[config.mk]
export PLATFORM = sky130hd
export DESIGN_NAME = muldiv_unit
export DESIGN_NICKNAME = d
export VERILOG_FILES = /design/src/rtl/muldiv_unit.sv
export SDC_FILE = /design/constraint.sdc
export NUM_CORES = 2
export LEC_CHECK = 0
export BUFFER_PORTS_ARGS = -buffer_cell sky130_fd_sc_hd__buf_4
export CAP_MARGIN = 25
export CORE_ASPECT_RATIO = 1.1
export CORE_UTILIZATION = 32
export DETAILED_ROUTE_END_ITERATION = 10
export PLACE_DENSITY_LB_ADDON = 0.05
export SLEW_MARGIN = 15
export SYNTH_ARGS = -nofsm -noshare
export SYNTH_HDL_FRONTEND = slang
export SYNTH_SLANG_ARGS = --single-unit
[constraint.sdc]
create_clock -name clk -period 18.9 [get_ports clk]
set_clock_uncertainty 0.15 [all_clocks]
set_input_delay 2.835 -clock clk [delete_from_list [all_inputs] [get_ports clk]]
set_output_delay 2.835 -clock clk [all_outputs]
set_load 0.03 [all_outputs]
[src/rtl/muldiv_unit.sv]
// muldiv_unit: RV32M/RV64M multiply/divide execution unit for the EX stage.
// The multiply latency is set by MUL_STAGES. DIV, DIVU, REM and REMU use an iterative
// radix-2 restoring divider that produces one quotient bit per cycle.
// Ports:
//   clk, rst_n      clock and synchronous active-low reset
//   i_req           M-extension op present in EX; held with opcode/a/b while o_stall=1
//   i_flush         kills the in-flight op
//   i_opcode        funct3 (MUL, MULH, MULHSU, MULHU, DIV, DIVU, REM, REMU)
//   i_a, i_b        rs1, rs2
//   o_o             registered rd result; holds the last completed result
//   o_done          one-cycle pulse in the completion cycle
//   o_stall         combinational pipeline hold
module muldiv_unit #(
  parameter int unsigned XLEN       = 32,
  parameter int unsigned MUL_STAGES = 2,
  parameter bit          DIV_EN     = 1'b1
) (
  input  logic            clk,
  input  logic            rst_n,
  input  logic            i_req,
  input  logic            i_flush,
  input  logic [2:0]      i_opcode,
  input  logic [XLEN-1:0] i_a,
  input  logic [XLEN-1:0] i_b,
  output logic [XLEN-1:0] o_o,
  output logic            o_done,
  output logic            o_stall
);

  localparam int unsigned CW = $clog2(XLEN) + 1;
  localparam int unsigned PW = 2 * XLEN + 2;
  localparam int unsigned RW = 2 * XLEN;

  typedef enum logic [1:0] {S_IDLE = 2'd0, S_MUL = 2'd1, S_DIV = 2'd2} state_t;

  state_t          r_state, w_state_nxt;
  logic [2:0]      r_op;
  logic [XLEN-1:0] r_a, r_b, r_o, r_rem, r_quo, r_div;
  logic [CW-1:0]   r_cnt;
  logic            r_done, r_neg_q, r_neg_r, r_is_rem;

  logic            w_idle, w_accept, w_wr, w_done_nxt, w_stall;
  logic [XLEN-1:0] w_res;

  assign w_idle   = (r_state == S_IDLE);
  assign w_accept = i_req & ~i_flush & w_idle;

  // Multiplier operands: the live inputs in the accept cycle (for MUL_STAGES=1), latched copies after.
  logic [2:0]             w_op;
  logic [XLEN-1:0]        w_ma, w_mb, w_mul_res;
  logic [XLEN:0]          w_a_ext, w_b_ext;
  logic signed [PW-1:0]   w_pa, w_pb;
  logic [RW-1:0]          w_prod;

  assign w_op      = w_idle ? i_opcode : r_op;
  assign w_ma      = w_idle ? i_a : r_a;
  assign w_mb      = w_idle ? i_b : r_b;
  assign w_a_ext   = {w_ma[XLEN-1] & (w_op != 3'b011), w_ma};
  assign w_b_ext   = {w_mb[XLEN-1] & ~((w_op == 3'b010) | (w_op == 3'b011)), w_mb};
  assign w_pa      = PW'($signed(w_a_ext));
  assign w_pb      = PW'($signed(w_b_ext));
  // The two top product bits never reach the result, so only 2*XLEN bits are kept.
  assign w_prod    = RW'(w_pa * w_pb);
  assign w_mul_res = (w_op == 3'b000) ? w_prod[XLEN-1:0] : w_prod[RW-1:XLEN];

  // Divider setup from the live inputs in the accept cycle.
  logic            w_signed, w_sa, w_sb, w_b_zero, w_ovf, w_fast;
  logic [XLEN-1:0] w_abs_a, w_abs_b, w_min, w_fast_res;

  assign w_signed = ~i_opcode[0];
  assign w_sa     = w_signed & i_a[XLEN-1];
  assign w_sb     = w_signed & i_b[XLEN-1];
  assign w_abs_a  = w_sa ? (XLEN'(0) - i_a) : i_a;
  assign w_abs_b  = w_sb ? (XLEN'(0) - i_b) : i_b;
  assign w_min    = {1'b1, {(XLEN-1){1'b0}}};
  assign w_b_zero = (i_b == '0);
  assign w_ovf    = w_signed & (i_a == w_min) & (i_b == '1);
  assign w_fast   = ~DIV_EN | w_b_zero | w_ovf;

  always_comb begin
    w_fast_res = '0;
    if (!DIV_EN)       w_fast_res = '0;
    else if (w_b_zero) w_fast_res = i_opcode[1] ? i_a : '1;
    else               w_fast_res = i_opcode[1] ? '0 : w_min;
  end

  // One restoring shift-subtract step; the partial remainder is always below the divisor.
  logic [XLEN:0]   w_shift, w_diff;
  logic            w_qbit;
  logic [XLEN-1:0] w_rem_nxt, w_quo_nxt, w_div_res;

  assign w_shift   = {r_rem, r_quo[XLEN-1]};
  assign w_diff    = w_shift - {1'b0, r_div};
  assign w_qbit    = ~w_diff[XLEN];
  assign w_rem_nxt = w_qbit ? w_diff[XLEN-1:0] : w_shift[XLEN-1:0];
  assign w_quo_nxt = {r_quo[XLEN-2:0], w_qbit};
  assign w_div_res = r_is_rem ? (r_neg_r ? (XLEN'(0) - w_rem_nxt) : w_rem_nxt)
                              : (r_neg_q ? (XLEN'(0) - w_quo_nxt) : w_quo_nxt);

  // FSM state register.
  always_ff @(posedge clk) begin
    if (!rst_n) r_state <= S_IDLE;
    else        r_state <= w_state_nxt;
  end

  // Next state and result write; o is written one edge before the done cycle.
  always_comb begin
    w_state_nxt = r_state;
    w_wr        = 1'b0;
    w_res       = '0;
    w_done_nxt  = 1'b0;
    unique case (r_state)
      S_IDLE: begin
        if (w_accept) begin
          if (i_opcode[2]) begin
            w_state_nxt = S_DIV;
            if (w_fast) begin
              w_wr       = 1'b1;
              w_res      = w_fast_res;
              w_done_nxt = 1'b1;
            end
          end else begin
            w_state_nxt = S_MUL;
            if (MUL_STAGES == 1) begin
              w_wr       = 1'b1;
              w_res      = w_mul_res;
              w_done_nxt = 1'b1;
            end
          end
        end
      end
      S_MUL: begin
        if (r_done || i_flush) begin
          w_state_nxt = S_IDLE;
        end else if (r_cnt == CW'(MUL_STAGES - 1)) begin
          w_wr       = 1'b1;
          w_res      = w_mul_res;
          w_done_nxt = 1'b1;
        end
      end
      S_DIV: begin
        if (r_done || i_flush) begin
          w_state_nxt = S_IDLE;
        end else if (r_cnt == CW'(XLEN)) begin
          w_wr       = 1'b1;
          w_res      = w_div_res;
          w_done_nxt = 1'b1;
        end
      end
      default: w_state_nxt = S_IDLE;
    endcase
    w_stall = rst_n & (w_accept | (~w_idle & ~r_done & ~i_flush));
  end

  // Operand latch, iteration counter and divider datapath.
  always_ff @(posedge clk) begin
    if (!rst_n) begin
      r_op     <= '0;
      r_a      <= '0;
      r_b      <= '0;
      r_o      <= '0;
      r_rem    <= '0;
      r_quo    <= '0;
      r_div    <= '0;
      r_cnt    <= '0;
      r_done   <= 1'b0;
      r_neg_q  <= 1'b0;
      r_neg_r  <= 1'b0;
      r_is_rem <= 1'b0;
    end else begin
      r_done <= w_done_nxt;
      if (w_wr) r_o <= w_res;
      if (w_accept) begin
        r_op     <= i_opcode;
        r_a      <= i_a;
        r_b      <= i_b;
        r_cnt    <= CW'(1);
        r_rem    <= '0;
        r_quo    <= w_abs_a;
        r_div    <= w_abs_b;
        r_neg_q  <= w_sa ^ w_sb;
        r_neg_r  <= w_sa;
        r_is_rem <= i_opcode[1];
      end else if (!w_idle) begin
        r_cnt <= r_cnt + CW'(1);
        if (r_state == S_DIV) begin
          r_rem <= w_rem_nxt;
          r_quo <= w_quo_nxt;
        end
      end
    end
  end

  assign o_o     = r_o;
  assign o_done  = r_done;
  assign o_stall = w_stall;

endmodule
==> run metrics <==
post-synth top area share between 40 and 50%; Worst-Margin Slew 1.08 ns; Starting Density 32.2%; violation count after the first detailed-route iteration roughly 2500; PortBufs roughly 100; Worst R2R Setup Slack approximately 6.7 ns; Cell variety after synth 101; RD Place Congestion between 0.9 and 1; Clock Latency Late Sink 0.62 ns; status finished, final reports clean; most used cell, CP fa_1; Final Hold Fails 0; Post-CTS Setup Inserts 0; share of cells above drive strength 1 7.08%; Crit path arrival time 12.62 ns; clock buffer depth 3; Worst setup EP type register; DR DRC count 0; Synth Cell Area 52300 um2; top cells by area, synth fa_1 43%, inv_1 8.3%, dfxtp_1 7.8%; period utilization 64.9%; Detail Route Antenna Nets 0; hold_buf cts 0; Slew HR between 20 and 30%; area of the multi-input gates 42800 um2; Total GRT Usage between 20% and 30%; antenna violations before repair 10; fin crit period about 12 ns; top cells by count, synth 1156 x inv_1, 1126 x fa_1, 1006 x nand2_1; clock buffer count from CTS 26; number of global-route vias before repair 44300; Hold Path Class reg -> reg; Die Y between 400 and 500 um; Register Area 4100 um2; worst r2r dst o_o[20]$_SDFFE_PN0P_; Std-Cell Rows between 150 and 200; Slew Viols, Final 0; vias 42500; fin nets 7536; CTS tree built; RSZ-0062 raised after global routing false; final setup fails 0; critical path class in -> reg; cell with the most instances after synthesis inv_1; Yosys reg bits between 200 and 250; Post-synth EDFFs 0; Area Overhead vs Synth 8.07%; htree depth 1; IO Pins 105; core area 162000 um2; setup TNS 0 ns; 1st-pass router iterations 6; Core Util, Final 34.8%; pin count of the biggest net entering global routing 78; CTS resizes 0; die width 387 um; required time of the worst setup path approximately 19 ns; r2r worst-path depth 30; Die ar. 165000 um2; WL per Instance approximately 27 um; Async SR Flop Fraction 0%; Final HPWL DP approximately 170000 um; via-per-instance ratio 5.16; MaxCap Viol Count 0; crit path from i_a[31]; Most used DFF post-synth dfxtp_1; Yosys warnings 0; drt total wl 220000 um; clock slew at the register clock pins of the worst setup and hold paths around 0.07 ns; Num Clock Sinks ~200; Setup crit start kind input pin; Mapped Cells 6164; Max stage delay on crit path 0.78 ns; end of the critical path o_o[20]$_SDFFE_PN0P_; Seq/Total Area, Yosys 7.85%; GR Overflow Total 0; syn_nets 7618; global-route wire length before repair 319000 um; cell accounting for the most synthesized area fa_1; Layout fillers 17100; clock tree root buffer cell clkbuf_16; Critical R2R Launch r_state[1]$_SDFFE_PN0P_; Mean Syn Cell Area 8.49 um2; Crit Path Max Fanout 26; Crit-path slowest cell mux2_2; Fmax achieved 81.5 MHz
worst min path at each step:
stage / slack [ns] / to / cells past startpoint / startpoint
after detailed placement: 0.30 / r_b[14]$_SDFFE_PN0P_ / 2 / r_b[14]$_SDFFE_PN0P_
after floorplan: 0.28 / r_div[31]$_SDFFE_PN0P_ / 2 / r_div[31]$_SDFFE_PN0P_
after global placement: 0.29 / r_b[15]$_SDFFE_PN0P_ / 2 / r_b[15]$_SDFFE_PN0P_
after CTS: 0.31 / r_b[13]$_SDFFE_PN0P_ / 2 / r_b[13]$_SDFFE_PN0P_
after global routing: 0.32 / r_b[6]$_SDFFE_PN0P_ / 2 / r_b[6]$_SDFFE_PN0P_
final: 0.31 / r_b[6]$_SDFFE_PN0P_ / 2 / r_b[6]$_SDFFE_PN0P_
routing by layer:
layer	vias to the layer above	part of all wire [%]	global-route usage, %
li1	18900	-	-
met1	22300	44	35.5
met2	978	49	46.8
met3	207	3.6	1.46
met4	0	3.3	7.98
met5	-	0	0
cell usage in the layout, fill, tap and decap left out, types with 14 or more instances in the layout:
master | Yosys | layout
xnor2_1 | 120 | 120
nand3_1 | 36 | 36
xor2_1 | 86 | 86
nor2_1 | 553 | 553
o211ai_1 | 34 | 34
o31ai_1 | 29 | 29
nor4_1 | 20 | 18
a21oi_1 | 256 | 255
a311oi_1 | 14 | 14
or3_1 | 23 | 23
nand2_1 | 1006 | 1004
mux2_2 | 66 | 66
mux2i_1 | 88 | 60
fa_1 | 1126 | 1126
a21o_1 | 39 | 39
clkbuf_16 | 0 | 26
o21a_1 | 16 | 16
nand4_1 | 28 | 28
or2_2 | 15 | 15
a31oi_1 | 29 | 29
ha_1 | 257 | 255
nand2b_1 | 35 | 34
buf_4 | 0 | 223
and2_1 | 46 | 45
o21ai_0 | 158 | 157
a211oi_1 | 91 | 91
nor3_1 | 54 | 54
nor2b_1 | 26 | 26
dfxtp_1 | 205 | 205
mux2i_2 | 0 | 20
inv_1 | 1156 | 1155
a221oi_1 | 14 | 14
state kept, by name, summed over array words and instances (netlist names), 2 cells and up:
register	count
r_a	32
r_rem	32
r_cnt	6
r_op	3
r_quo	32
o_o	32
r_b	32
r_div	31
r_state	2
layout make-up:
type / count / area share (%)
diodes: 7 / 0.0310
clock buffers: 35 / 1.32
clock inverters: 13 / 0.365
inverters: 1160 / 7.71
multi-input cells: 4465 / 75.6
flip-flops and latches: 205 / 7.26
well taps: 2119 / 4.69
repair buffers: 224 / 2.99
worst max-delay path: cells and delay by family:
kind	cells	cell delay, ns
buf+inv	3	0.58
compound gates	6	1.79
xor+xnor	1	0.28
simple gates	6	1.68
mux	1	0.78
fa+ha+maj	9	4.63
metrics by stage:
stage	worst slack, ns	cell area [um2]	std cells	hold WS, ns
finish	6.63	56500	8228	0.306
global route	6.16	56500	8222	0.324
global placement	6.14	55500	8172	0.289
detailed placement	6.08	55600	8173	0.298
CTS	6.73	56500	8221	0.308
floorplan	7.47	52300	6164	0.282
logic make-up after synthesis:
group	after synthesis	share of synthesized area (%)
AOI/OAI and AO/OA	821	10.2
xor gates and xnor gates	206	3.45
adders and majority gates	1383	49.2
buffers and inverters	1494	10.8
DFF	205	7.85
muxes	154	3.11
and+or+nand+nor	1901	15.3
Power is not shown: default switching activity piles up to over one toggle a cycle in this logic, so the estimate is an artifact.
